**config.mk**
```make
export PLATFORM = sky130hd
export DESIGN_NAME = nave_controle
export DESIGN_NICKNAME = d
export VERILOG_FILES = /design/src/rtl/nave_pkg.sv /design/src/rtl/sincronizador.sv /design/src/rtl/nave_controle.sv
export SDC_FILE = /design/constraint.sdc
export NUM_CORES = 1
export LEC_CHECK = 0
export ABC_CLOCK_PERIOD_IN_PS = 3300
export CORE_MARGIN = 1.5
export CORE_UTILIZATION = 30
export CTS_CLUSTER_SIZE = 12
export DETAILED_ROUTE_END_ITERATION = 7
export GPL_TIMING_DRIVEN = 1
export HOLD_SLACK_MARGIN = 0.15
export SYNTH_ARGS = -nofsm -noshare
export SYNTH_HDL_FRONTEND = slang
export SYNTH_HIERARCHICAL = 1
export SYNTH_SLANG_ARGS = --single-unit
```
**constraint.sdc**
```tcl
create_clock -name CLOCK_50 -period 3.3 [get_ports CLOCK_50]
set_clock_uncertainty 0.1 [all_clocks]
set_input_delay 0.33 -clock CLOCK_50 [delete_from_list [all_inputs] [get_ports CLOCK_50]]
set_output_delay 0.33 -clock CLOCK_50 [all_outputs]
set_load 0.01 [all_outputs]
```
**src/rtl/nave_pkg.sv**
```systemverilog
// Shared definitions for the ship position controller.
// Visible-area dimensions, coordinate width and the 2-bit state encoding
// of the speed-ramp FSM.
package nave_pkg;

    localparam int H_VISIVEL = 640;
    localparam int V_VISIVEL = 480;
    localparam int COORD_W   = 10;

    typedef enum logic [1:0] {
        PARADO     = 2'd0,
        ACELERANDO = 2'd1,
        CRUZEIRO   = 2'd2
    } estado_t;

endpackage

```
**src/rtl/sincronizador.sv**
```systemverilog
// Two-stage synchronizer for a bus of independent asynchronous inputs.
// Ports:
//   clk   - destination clock
//   reset - asynchronous, active-high; both stages load RST_VAL
//   d     - asynchronous inputs
//   q     - synchronized outputs (two clock edges of latency)
module sincronizador #(
    parameter int            W       = 1,
    parameter logic [W-1:0]  RST_VAL = '0
) (
    input  logic         clk,
    input  logic         reset,
    input  logic [W-1:0] d,
    output logic [W-1:0] q
);

    logic [W-1:0] meta;

    always_ff @(posedge clk or posedge reset) begin
        if (reset) begin
            meta <= RST_VAL;
            q    <= RST_VAL;
        end else begin
            meta <= d;
            q    <= meta;
        end
    end

endmodule

```
**src/rtl/nave_controle.sv**
```systemverilog
// Ship position controller. Samples the push-buttons once per video frame
// (on the VGA_VS falling edge) and moves the ship with a speed ramp:
// speed grows by one pixel/frame while any direction is held, up to
// VEL_MAX, and drops to zero on release. Position saturates so the whole
// ship rectangle stays inside the visible area.
// Ports:
//   CLOCK_50    - system clock
//   reset       - asynchronous, active-high
//   VGA_VS      - vertical sync, active-low
//   btn_esq/dir/cima/baixo - buttons, active-low, asynchronous
//   xNave/yNave - ship top-left corner, visible-area origin
//   larguraNave/alturaNave - constant ship size
//   frame_tick  - one-cycle pulse per VGA_VS falling edge
//   estado/vel  - FSM state and current speed, exposed for observation
module nave_controle
    import nave_pkg::*;
#(
    parameter int LARGURA = 32,
    parameter int ALTURA  = 16,
    parameter int VEL_MAX = 4,
    parameter int X_INI   = 304,
    parameter int Y_INI   = 440
) (
    input  logic               CLOCK_50,
    input  logic               reset,
    input  logic               VGA_VS,
    input  logic               btn_esq,
    input  logic               btn_dir,
    input  logic               btn_cima,
    input  logic               btn_baixo,
    output logic [COORD_W-1:0] xNave,
    output logic [COORD_W-1:0] yNave,
    output logic [COORD_W-1:0] larguraNave,
    output logic [COORD_W-1:0] alturaNave,
    output logic               frame_tick,
    output estado_t            estado,
    output logic [COORD_W-1:0] vel
);

    // The renderer draws inclusive spans, hence the extra -1.
    localparam logic [10:0] XMAX = 11'(H_VISIVEL - 1 - LARGURA);
    localparam logic [10:0] YMAX = 11'(V_VISIVEL - 1 - ALTURA);
    localparam logic [10:0] VMAX = 11'(VEL_MAX);

    assign larguraNave = COORD_W'(LARGURA);
    assign alturaNave  = COORD_W'(ALTURA);

    // All five inputs idle high, so the synchronizer resets to ones and
    // no spurious edge or press appears when reset is released.
    logic [4:0] sync_out;

    sincronizador #(
        .W       (5),
        .RST_VAL (5'b11111)
    ) u_sync (
        .clk   (CLOCK_50),
        .reset (reset),
        .d     ({VGA_VS, btn_esq, btn_dir, btn_cima, btn_baixo}),
        .q     (sync_out)
    );

    logic vs_sync, esq, dir, cima, baixo;
    assign vs_sync = sync_out[4];
    assign esq     = ~sync_out[3];
    assign dir     = ~sync_out[2];
    assign cima    = ~sync_out[1];
    assign baixo   = ~sync_out[0];

    logic vs_prev;

    // Next-move datapath, all in 11 bits so additions cannot wrap.
    logic                mover;
    logic [10:0]         vel_n;
    logic [10:0]         x_sum, y_sum;
    logic [COORD_W-1:0]  x_n, y_n;
    estado_t             estado_n;

    always_comb begin
        mover = (esq ^ dir) | (cima ^ baixo);
        vel_n = ({1'b0, vel} >= VMAX) ? VMAX : {1'b0, vel} + 11'd1;
        x_sum = {1'b0, xNave} + vel_n;
        y_sum = {1'b0, yNave} + vel_n;

        x_n = xNave;
        if (dir && !esq)
            x_n = (x_sum > XMAX) ? XMAX[COORD_W-1:0] : x_sum[COORD_W-1:0];
        else if (esq && !dir)
            x_n = ({1'b0, xNave} < vel_n) ? '0 : COORD_W'({1'b0, xNave} - vel_n);

        y_n = yNave;
        if (baixo && !cima)
            y_n = (y_sum > YMAX) ? YMAX[COORD_W-1:0] : y_sum[COORD_W-1:0];
        else if (cima && !baixo)
            y_n = ({1'b0, yNave} < vel_n) ? '0 : COORD_W'({1'b0, yNave} - vel_n);

        estado_n = (vel_n == VMAX) ? CRUZEIRO : ACELERANDO;
    end

    always_ff @(posedge CLOCK_50 or posedge reset) begin
        if (reset) begin
            vs_prev    <= 1'b1;
            frame_tick <= 1'b0;
            xNave      <= COORD_W'(X_INI);
            yNave      <= COORD_W'(Y_INI);
            vel        <= '0;
            estado     <= PARADO;
        end else begin
            vs_prev    <= vs_sync;
            frame_tick <= vs_prev & ~vs_sync;
            // Position only changes here, at the start of vsync.
            if (frame_tick) begin
                if (mover) begin
                    xNave  <= x_n;
                    yNave  <= y_n;
                    vel    <= COORD_W'(vel_n);
                    estado <= estado_n;
                end else begin
                    vel    <= '0;
                    estado <= PARADO;
                end
            end
        end
    end

endmodule

```
==> results of run 1 <==
timing repair:
| item | 4_1_cts | 5_1_grt |
|---|---|---|
| resized for setup | 28 | 55 |
| endpoints found under the setup margin | 18 | 19 |
| setup buffers | 7 | 8 |
| pin swaps | 15 | 28 |
per-stage QoR:
stage          area [sq um]  setup slack [ps]
5_1_grt                5640              -303
2_1_floorplan          4240              6.06
6_report               5640              -101
3_3_place_gp           4960              -383
3_5_place_dp           4960              -335
4_1_cts                5320             -85.4
cells in the final DEF (no fill, tap or decap), drive strengths merged, types with 6 or more instances in the layout:
master and instances:
buf 62, conb 48, ha 46, clkdlybuf4s50 39, inv 30, a21oi 30, nand2 28, nor2 28
dfrtp 25, nor2b 20, dfstp 19, nor3 18, xnor2 17, o21ai 16, nand2b 10, a21o 8
a31oi 7, nand3 6
cells by family after synthesis:
logic type,synth area share (%)
simple gates,17.7
compound gates,23.5
buf+inv,8.90
fa+ha+maj,16.4
flops,28.2
xor+xnor,4.82
other cells,0.188
mux,0.282
routing by layer:
layer | global-route usage, % | vias to the layer above | share of wire [%]
met1 | 18.9 | 1692 | 45
met4 | 4.29 | 0 | 0.85
met5 | 0 | - | 0
li1 | - | 1734 | -
met2 | 26.4 | 87 | 50
met3 | 2.51 | 8 | 3.5
registers in the layout, summed over array words and instances, names as in the netlist:
signal,count
xNave,10
frame_tick,1
vel,10
vs_prev,1
u_sync/meta,5
estado,2
yNave,10
u_sync/q,5
final cells by class:
cell class                 count  area (sq um)
multi-input combinational    375          3140
fill                        1232          7180
clock inverter                 3          47.5
inverter                      30           115
clock buffer                   5           125
tap                          172           215
timing repair buffer         101           871
sequential                    44          1130
final timing paths:
path	from	end
min in group asynchronous	reset	vel[2]$_DFFE_PP0P_
hold reg to reg	u_sync/meta[2]$_DFF_PP1_	u_sync/q[2]$_DFF_PP1_
hold / removal	u_sync/meta[2]$_DFF_PP1_	u_sync/q[2]$_DFF_PP1_
setup / recovery	vel[2]$_DFFE_PP0P_	yNave[1]$_DFFE_PP0P_
setup reg to reg	vel[2]$_DFFE_PP0P_	yNave[1]$_DFFE_PP0P_
max in group asynchronous	reset	vs_prev$_DFF_PP1_
power groups by stage:
stage | Combinational (W) | Clock, W | Sequential [W]
3_5_place_dp | 0.00295 | 0 | 0.000894
3_3_place_gp | 0.00290 | 0 | 0.000891
2_1_floorplan | 0.00192 | 0 | 0.000915
5_1_grt | 0.00393 | 0.000640 | 0.000922
6_report | 0.00365 | 0.000600 | 0.000894
4_1_cts | 0.00318 | 0.000614 | 0.000891
worst register-to-register path, delay by kind of cell (launching register included):
kind | cells | cell delay (ps)
XOR/XNOR | 1 | 290
adder cells (fa/ha/maj) | 1 | 230
flip-flops | 1 | 400
buffers and inverters | 1 | 160
AO/OA/AOI/OAI | 6 | 1400
AND/OR/NAND/NOR | 3 | 730
==> metrics.log, run 1 <==
[metrics] status: finished with violations
[metrics] violations in the final reports: setup timing
[metrics] number of inserted diodes: 0
[metrics] Crit path largest cell delay: about 400 ps
[metrics] combined global-route utilization of all metal layers: 15.0%
[metrics] sequential area share after synthesis: about 28%
[metrics] power density relative to cell area: 912 mW/mm^2
[metrics] Slew @ Worst Pin: 916 ps
[metrics] number of flops mapped to enable cells by yosys: 0
[metrics] total standard cell area after synthesis: 0.00399 sq mm
[metrics] Gate Count Post-Synth: 438
[metrics] number of global-route vias before repair: roughly 3,600
[metrics] Num Clock Sinks: between 40 and 50
[metrics] Final Max Tran Viols: 0
[metrics] average wire per standard cell: 14.6 um
[metrics] first-pass detailed-route iteration total: 5
[metrics] library cell used as clock root buffer: clkbuf_16
[metrics] number of placement rows: 41
[metrics] Reg2Reg Depth: 12
[metrics] CTS clk-pin slew, worst paths: 70 ps
[metrics] Detail Placement HPWL: 7820 um
[metrics] WP data arrival: 3500 ps
[metrics] count of nets after finishing: 614
[metrics] startpoint types: flop
[metrics] largest buffer count on any clock path: 2
[metrics] H-tree depth: 2
[metrics] Leak Pwr: 2.48 nW
[metrics] count of maximum capacitance violations: 0
[metrics] Yosys cell types: 75
[metrics] final core utilization: between 40% and 50%
[metrics] number of DRC violations after detailed-routing iteration 0: 259
[metrics] minimum period implied by the final worst setup slack: roughly 3400 ps
[metrics] library cell with the highest instance count after synthesis: ha_1
[metrics] Area Growth Syn to Fin: 41.3%
[metrics] number of warning messages in the yosys log: 6
[metrics] fraction of final layout cells with drive strength greater than 1: a little under a third
[metrics] via count: 3,521
[metrics] total global routing overflow: 0
[metrics] worst setup path category: reg -> reg
[metrics] width of the die: about 120 um
[metrics] number of failing setup endpoints in the final timing report: 13
[metrics] wire length of the first global-routing pass: about 17,000 um
[metrics] final hold slack: around 250 ps
[metrics] register-to-register setup slack: -100 ps
[metrics] Core Area: 0.0128 sq mm
[metrics] cell with the largest stage delay on the worst path: dfrtp_1
[metrics] fraction of registers with async set/reset: 100%
[metrics] Max Fclk: 294 MHz
[metrics] clock tree from TritonCTS: yes
[metrics] required time reported for the critical path endpoint: approximately 3400 ps
[metrics] RSZ-0062 raised after global routing: yes
[metrics] portion of synthesized cell area occupied by the leading cell type: between 10% and 20%
[metrics] routability cong.: 0.903
[metrics] synthesis-stage register bit count: 44
[metrics] number of buffers and inverters on the critical path: 1
[metrics] CP delay by family, top: compound AO/OA/AOI/OAI gates
[metrics] ratio of final minimum period to clock period: 103%
[metrics] register share of total power: between 10% and 20%
[metrics] flip-flop cell with the highest count after synthesis: dfrtp_1
[metrics] most used standard cells in the synthesized netlist: ha_1, a21oi_1, inv_1, nand2_1, nor2_1
[metrics] I/O Buffers: 39
[metrics] Layout Cells excl Fill: 730
[metrics] total of hold buffers inserted after clock tree synthesis: 0
[metrics] Worst slew margin: 38.9%
[metrics] setup total negative slack: -737 ps
[metrics] synthesized area per cell: 9.12 sq um
[metrics] cells traversed along the worst timing path: nor4_2, nand2_2, or2_4, ha_2, buf_4, o31ai_4, a21oi_1, xnor2_2, o311ai_4, o21ai_2, o22ai_1, a22oi_1
[metrics] clock insertion delay at the later pin of the skew report: 290 ps
[metrics] combinational cell fraction of total power: a little under three quarters
[metrics] part of the power in the clock network: 11.7%
[metrics] cell internal power dissipation: about 0.0028 W
[metrics] antenna violations before repair: 0
[metrics] mean number of vias per cell: 4.82
[metrics] Worst Path Max Fanout: 6
[metrics] total die area: 0.0140 sq mm
[metrics] Hold Fails Final Rpt: 0
[metrics] Synth area leaders: dfrtp_1, ha_1, dfstp_2, buf_4, a21oi_1
[metrics] total power: 0.00514 W
[metrics] number of gates on the worst path with buffers counted: 12
[metrics] total placed cells including tap cells: 708
[metrics] post-synthesis cell type with the largest combined area: dfrtp_1
[metrics] die height: 118 um
[metrics] number of cells on the worst hold path: 0
[metrics] worst vdd ir: 0.452 mV
[metrics] drt total wl: between 10,000 and 15,000 um
[metrics] element type at the critical path end: flop
[metrics] Boundary Pins: 60
[metrics] PnR worst setup slack: -101 ps
[metrics] residual DRC count: 0
[metrics] switching power of the nets: ~0.0023 W
[metrics] pin count of the biggest net entering global routing: 23
[metrics] Starting Density: 31.1%
[metrics] count of antenna-violating nets left after detailed routing: 0
[metrics] kind of path behind the tightest hold check: reg -> reg
[metrics] clock buffer count from CTS: 5
[metrics] switching power share of the total: around 45%
Note: power is estimated with default switching activity, not from simulation.
==> run 2, diff against run 1 <==
GPL_ROUTABILITY_DRIVEN = 0   (was not set)
SETUP_SLACK_MARGIN = 0.15   (was not set)
==> metrics.log, run 2 (synthesis results as in run 1) <==
[metrics] number of buffers and inverters on the critical path: 0 (was 1)
[metrics] CP delay by family, top: simple AND/OR/NAND/NOR gates (was compound AO/OA/AOI/OAI gates)
[metrics] Starting Density: 31.1% (unchanged)
[metrics] via count: 3,572 (was 3,521)
[metrics] residual DRC count: 0 (unchanged)
[metrics] element type at the critical path end: flop (unchanged)
[metrics] WP data arrival: 3450 ps (was 3500 ps)
[metrics] fraction of final layout cells with drive strength greater than 1: 29.7% (was 31.9%)
[metrics] die height: 118 um (unchanged)
[metrics] most frequent cells in the layout: buf_4, conb_1, ha_1 (was buf_4, conb_1, clkdlybuf4s50_1)
[metrics] number of global-route vias before repair: 3,600 (was 3,567)
[metrics] part of the power in the clock network: 11.5% (was 11.7%)
[metrics] combined global-route utilization of all metal layers: 15.2% (was 15.0%)
[metrics] minimum period implied by the final worst setup slack: 3370 ps (was 3400 ps)
[metrics] drt total wl: 10,600 um (was 10,700 um)
[metrics] Num Clock Sinks: 44 (unchanged)
[metrics] Hold Fails Final Rpt: 0 (unchanged)
[metrics] Boundary Pins: 60 (unchanged)
[metrics] post-route standard cell area excluding fillers: 0.00554 sq mm (was 0.00564 sq mm)
[metrics] kind of path behind the tightest hold check: reg -> reg (unchanged)
[metrics] count of nets after finishing: 619 (was 614)
[metrics] placed inst area: 0.00502 sq mm (was 0.00496 sq mm)
[metrics] largest registers ranked by flip-flop count: vel: 10 flops, xNave: 10 flops, yNave: 10 flops (unchanged)
[metrics] cell with the largest stage delay on the worst path: dfrtp_1 (unchanged)
[metrics] number of failing setup endpoints in the final timing report: 12 (was 13)
[metrics] required time reported for the critical path endpoint: 3370 ps (was 3400 ps)
[metrics] total global routing overflow: 0 (unchanged)
[metrics] first-pass detailed-route iteration total: 7 (was 5)
[metrics] Worst Path Max Fanout: 6 (unchanged)
[metrics] number of DRC violations after detailed-routing iteration 0: 171 (was 259)
[metrics] Max Fclk: 296 MHz (was 294 MHz)
[metrics] Core Area: 0.0128 sq mm (unchanged)
[metrics] switching power of the nets: 0.00222 W (was 0.00230 W)
[metrics] Crit path largest cell delay: 390 ps (was 400 ps)
[metrics] clock tree from TritonCTS: yes (unchanged)
[metrics] clock insertion delay at the later pin of the skew report: 300 ps (was 290 ps)
[metrics] antenna violations before repair: 0 (unchanged)
[metrics] mean number of vias per cell: 4.86 (was 4.82)
[metrics] cell internal power dissipation: 0.00279 W (was 0.00284 W)
[metrics] pin count of the biggest net entering global routing: 35 (was 23)
[metrics] worst setup path category: reg -> reg (unchanged)
[metrics] library cell used as clock root buffer: clkbuf_16 (unchanged)
[metrics] clock buffer count from CTS: 5 (unchanged)
[metrics] average wire per standard cell: 14.4 um (was 14.6 um)
[metrics] Final Max Tran Viols: 0 (unchanged)
[metrics] number of inserted diodes: 0 (unchanged)
[metrics] switching power share of the total: 44.3% (was 44.7%)
[metrics] Area Growth Syn to Fin: 38.6% (was 41.3%)
[metrics] RSZ-0062 raised after global routing: yes (unchanged)
[metrics] number of placement rows: 41 (unchanged)
[metrics] I/O Buffers: 39 (unchanged)
[metrics] count of antenna-violating nets left after detailed routing: 0 (unchanged)
[metrics] most common cell after layout, fill and taps aside: buf_4 (unchanged)
[metrics] combinational cell fraction of total power: 70.4% (was 70.9%)
[metrics] wire length of the first global-routing pass: 17,500 um (was 17,300 um)
[metrics] Slew @ Worst Pin: 693 ps (was 916 ps)
[metrics] Leak Pwr: 2.51 nW (was 2.48 nW)
[metrics] count of maximum capacitance violations: 0 (unchanged)
[metrics] final hold slack: 259 ps (was 251 ps)
[metrics] register share of total power: 18.0% (was 17.4%)
[metrics] PnR worst setup slack: -74.3 ps (was -101 ps)
[metrics] total die area: 0.0140 sq mm (unchanged)
[metrics] total of hold buffers inserted after clock tree synthesis: 0 (unchanged)
[metrics] width of the die: 118 um (unchanged)
[metrics] violations in the final reports: setup timing (unchanged)
[metrics] CTS clk-pin slew, worst paths: 80 ps (was 70 ps)
[metrics] Detail Placement HPWL: 7590 um (was 7820 um)
[metrics] Worst slew margin: 53.8% (was 38.9%)
[metrics] cells traversed along the worst timing path: nor4_2, nand2_2, or2_4, ha_4, a21o_1, a2111oi_4, nor3_2, o41ai_2, nand4_1, nand2_4, a21oi_1, a221o_1 (was nor4_2, nand2_2, or2_4, ha_2, buf_4, o31ai_4, a21oi_1, xnor2_2, o311ai_4, o21ai_2, o22ai_1, a22oi_1)
[metrics] ratio of final minimum period to clock period: 102% (was 103%)
[metrics] H-tree depth: 2 (unchanged)
[metrics] largest buffer count on any clock path: 2 (unchanged)
[metrics] power density relative to cell area: 906 mW/mm^2 (was 912 mW/mm^2)
[metrics] worst vdd ir: 0.532 mV (was 0.452 mV)
[metrics] startpoint types: flop (unchanged)
[metrics] status: finished with violations (unchanged)
==> run 2: cell types whose count changed in the layout (fill, tap and decap cells not counted), moves of 2 or more <==
cell,change
ha_1,+5
ha_4,-5
a21oi_1,+4
buf_4,+4
inv_1,+2
a21oi_2,-3
clkinv_4,-2
nor2b_4,-2
==> run 2: per-stage QoR <==
step	std cells	power [W]	worst slack [ps]	TNS, ps	util, %
after floorplan	484	0.00286	53.1	0	-
after global placement	713	0.00382	-94.5	-463	39.1
after detailed placement	713	0.00386	-192	-1910	39.1
after CTS	732	0.00483	-46.2	-187	42.2
after global routing	735	0.00537	-185	-2400	43.2
final	735	0.00501	-74.3	-430	43.2
==> run 2: path summary, 6_finish.rpt <==
| kind | cells after the start | slack [ps] | start | to |
|---|---|---|---|---|
| hold / removal | 0 | 260 | u_sync/meta[3]$_DFF_PP1_ | u_sync/q[3]$_DFF_PP1_ |
| setup / recovery | 12 | -70 | vel[4]$_DFFE_PP0P_ | xNave[6]$_DFFE_PP0P_ |
| max in group asynchronous | 3 | 2340 | reset | yNave[3]$_DFFE_PP1P_ |
| hold reg to reg | 0 | 260 | u_sync/meta[3]$_DFF_PP1_ | u_sync/q[3]$_DFF_PP1_ |
| setup reg to reg | 12 | -70 | vel[4]$_DFFE_PP0P_ | xNave[6]$_DFFE_PP0P_ |
| min in group asynchronous | 3 | 370 | reset | xNave[9]$_DFFE_PP0P_ |
==> run 2: worst reg2reg max path: stages, from the launching register on <==
cell and delay, ps:
dfrtp_1 390, nor4_2 300, nand2_2 140, or2_4 310, ha_4 230, a21o_1 190, a2111oi_4 340, nor3_2 100
o41ai_2 350, nand4_1 260, nand2_4 190, a21oi_1 80, a221o_1 280
==> run 2: power groups by stage <==
stage / registers (W) / clock network [W] / logic [W]
finish: 0.000904 / 0.000578 / 0.00353
global route: 0.000932 / 0.000615 / 0.00383
detailed placement: 0.000908 / 0 / 0.00295
floorplan: 0.000915 / 0 / 0.00194
CTS: 0.000904 / 0.000595 / 0.00333
global placement: 0.000906 / 0 / 0.00292
==> run 2: timing repair <==
| item | 4_1_cts | 5_1_grt |
|---|---|---|
| pin swaps | 16 | 11 |
| setup buffers | 11 | 3 |
| endpoints found under the hold margin | 0 | 0 |
| resized for setup | 34 | 20 |
| setup endpoints to repair | 18 | 19 |
==> run 2: layer usage <==
layer	up-vias	track usage, %	wire, um
li1	1737	-	-
met1	1682	19.2	4440
met2	135	26.4	5310
met3	18	2.61	675
met4	0	4.82	185
met5	-	0	0
==> run 2: layout make-up <==
type	instances	area (sq um)
Inverter	30	113
Fill cell	1277	7290
Sequential cell	44	1130
Timing Repair Buffer	106	912
Multi-Input combinational cell	375	3000
Tap cell	172	215
Clock buffer	6	150
Clock inverter	2	16.3
==> run 3, diff against run 2 <==
CTS_BUF_LIST = sky130_fd_sc_hd__clkbuf_8   (was not set)
==> metrics.log, run 3 (synthesis results as in run 1) <==
[metrics] average wire per standard cell: 14.7 um (was 14.4 um)
[metrics] drt total wl: 10,800 um (was 10,600 um)
[metrics] wire length of the first global-routing pass: 17,600 um (was 17,500 um)
[metrics] die height: 118 um (unchanged)
[metrics] area of the multi-input gates: 0.00307 sq mm (was 0.00300 sq mm)
[metrics] cell with the largest stage delay on the worst path: dfrtp_1 (unchanged)
[metrics] fraction of final layout cells with drive strength greater than 1: 31.4% (was 29.7%)
[metrics] total global routing overflow: 0 (unchanged)
[metrics] Crit path largest cell delay: 390 ps (about the same)
[metrics] Max Fclk: 291 MHz (was 296 MHz)
[metrics] WP data arrival: 3560 ps (was 3450 ps)
[metrics] width of the die: 118 um (unchanged)
[metrics] total die area: 0.0140 sq mm (unchanged)
[metrics] FF+latch area: 0.00113 sq mm (unchanged)
[metrics] Detail Placement HPWL: 7590 um (unchanged)
[metrics] total of hold buffers inserted after clock tree synthesis: 0 (unchanged)
[metrics] mean number of vias per cell: 4.88 (was 4.86)
[metrics] pin count of the biggest net entering global routing: 35 (unchanged)
[metrics] count of antenna-violating nets left after detailed routing: 0 (unchanged)
[metrics] largest registers ranked by flip-flop count: vel: 10 flops, xNave: 10 flops, yNave: 10 flops (unchanged)
[metrics] number of DRC violations after detailed-routing iteration 0: 174 (was 171)
[metrics] final core utilization: 43.5% (was 43.2%)
[metrics] startpoint types: flop (unchanged)
[metrics] H-tree depth: 2 (unchanged)
[metrics] worst setup path category: reg -> reg (unchanged)
[metrics] clock insertion delay at the later pin of the skew report: 320 ps (was 300 ps)
[metrics] required time reported for the critical path endpoint: 3420 ps (was 3370 ps)
[metrics] Starting Density: 31.1% (unchanged)
[metrics] library cell used as clock root buffer: clkbuf_8 (was clkbuf_16)
[metrics] Layout Cells excl Fill: 735 (unchanged)
[metrics] Final Max Tran Viols: 0 (unchanged)
[metrics] Boundary Pins: 60 (unchanged)
[metrics] ratio of final minimum period to clock period: 104% (was 102%)
[metrics] first-pass detailed-route iteration total: 5 (was 7)
[metrics] clock buffer count from CTS: 5 (unchanged)
[metrics] Leak Pwr: 2.50 nW (was 2.51 nW)
[metrics] Num Clock Sinks: 44 (unchanged)
[metrics] antenna violations before repair: 0 (unchanged)
[metrics] violations in the final reports: setup timing (unchanged)
[metrics] power density relative to cell area: 908 mW/mm^2 (was 906 mW/mm^2)
[metrics] total placed cells including tap cells: 713 (unchanged)
[metrics] number of failing setup endpoints in the final timing report: 15 (was 12)
[metrics] largest buffer count on any clock path: 2 (unchanged)
[metrics] Area Growth Syn to Fin: 39.6% (was 38.6%)
[metrics] RSZ-0062 raised after global routing: yes (unchanged)
[metrics] count of nets after finishing: 619 (unchanged)
[metrics] count of maximum capacitance violations: 0 (unchanged)
[metrics] PnR worst setup slack: -135 ps (was -74.3 ps)
[metrics] number of placement rows: 41 (unchanged)
[metrics] cells traversed along the worst timing path: nor4_1, nand2_2, or2_4, buf_12, ha_4, buf_6, o21ba_4, o31ai_4, a211oi_2, buf_4, nand2b_4, a311oi_4, buf_6, o211ai_2, a2bb2oi_2, a211oi_2 (was nor4_2, nand2_2, or2_4, ha_4, a21o_1, a2111oi_4, nor3_2, o41ai_2, nand4_1, nand2_4, a21oi_1, a221o_1)
[metrics] most common cell after layout, fill and taps aside: buf_4 (unchanged)
[metrics] fill count: 1,273 (was 1,277)
[metrics] Core Area: 0.0128 sq mm (unchanged)
[metrics] combined global-route utilization of all metal layers: 15.2% (about the same)
[metrics] Hold Fails Final Rpt: 0 (unchanged)
[metrics] CTS clk-pin slew, worst paths: 110 ps (was 80 ps)
[metrics] I/O Buffers: 39 (unchanged)
[metrics] Slew @ Worst Pin: 735 ps (was 693 ps)
[metrics] number of global-route vias before repair: 3,580 (was 3,600)
[metrics] kind of path behind the tightest hold check: reg -> reg (unchanged)
[metrics] final hold slack: 263 ps (was 259 ps)
[metrics] minimum period implied by the final worst setup slack: 3440 ps (was 3370 ps)
[metrics] clock tree from TritonCTS: yes (unchanged)
[metrics] number of inserted diodes: 0 (unchanged)
[metrics] Worst Path Max Fanout: 6 (unchanged)
[metrics] worst vdd ir: 0.501 mV (was 0.532 mV)
[metrics] most frequent cells in the layout: buf_4, conb_1, ha_1 (unchanged)
[metrics] residual DRC count: 0 (unchanged)
[metrics] element type at the critical path end: flop (unchanged)
[metrics] via count: 3,589 (was 3,572)
[metrics] Worst slew margin: 51.0% (was 53.8%)
[metrics] status: finished with violations (unchanged)
-- run 3: worst paths after layout --
path / endpoint / slack, ps / from / depth (start not counted)
min reg2reg: u_sync/q[3]$_DFF_PP1_ / 260 / u_sync/meta[3]$_DFF_PP1_ / 0
min in group asynchronous: xNave[9]$_DFFE_PP0P_ / 350 / reset / 3
max in group asynchronous: xNave[4]$_DFFE_PP1P_ / 2360 / reset / 3
max reg2reg: yNave[4]$_DFFE_PP1P_ / -140 / vel[6]$_DFFE_PP0P_ / 16
min: u_sync/q[3]$_DFF_PP1_ / 260 / u_sync/meta[3]$_DFF_PP1_ / 0
max: yNave[4]$_DFFE_PP1P_ / -140 / vel[6]$_DFFE_PP0P_ / 16
-- run 3: metal layers --
| layer | wire [um] | track usage, % | vias up |
|---|---|---|---|
| met2 | 5410 | 26.9 | 140 |
| met4 | 162 | 4.14 | 0 |
| li1 | - | - | 1742 |
| met3 | 563 | 2.46 | 18 |
| met5 | 0 | 0 | - |
| met1 | 4640 | 19.1 | 1689 |
-- run 3: what timing repair did --
| action | CTS | global route |
|---|---|---|
| resized for setup | 31 | 40 |
| gates cloned | 0 | 0 |
| setup buffers | 8 | 6 |
| endpoints found under the hold margin | 0 | 0 |
| setup endpoints to repair | 18 | 19 |
| pin swaps | 16 | 16 |
-- run 3: report_power, final --
part | internal (W) | total (W) | switching, W
Clock | 0.000229 | 0.000461 | 0.000232
Sequential | 0.000709 | 0.000904 | 0.000195
Combinational | 0.00184 | 0.00370 | 0.00186
-- run 3: worst max-delay path: cells and delay by family, from the launching register on --
kind / cells / cell delay (ps)
AND/OR/NAND/NOR: 4 / 920
buffers and inverters: 4 / 620
adder cells (fa/ha/maj): 1 / 150
AO/OA/AOI/OAI: 7 / 1160
flip-flops: 1 / 390
-- run 3: cell type report --
type	instances	share of cell area [%]
Tap cell	172	3.86
Timing Repair Buffer	106	16.7
Clock inverter	3	0.831
Multi-Input combinational cell	375	55.1
Sequential cell	44	20.2
Inverter	30	2.02
Clock buffer	5	1.23
-- run 3: per-stage QoR --
stage          power [W]  TNS (ps)  setup WS [ps]  cell area (sq um)
3_5_place_dp     0.00386     -1910           -192               5020
3_3_place_gp     0.00382      -463          -94.5               5020
2_1_floorplan    0.00286         0           53.1               4260
6_report         0.00506     -1170           -135               5570
4_1_cts          0.00467      -459          -61.8               5330
5_1_grt          0.00542     -3210           -249               5570
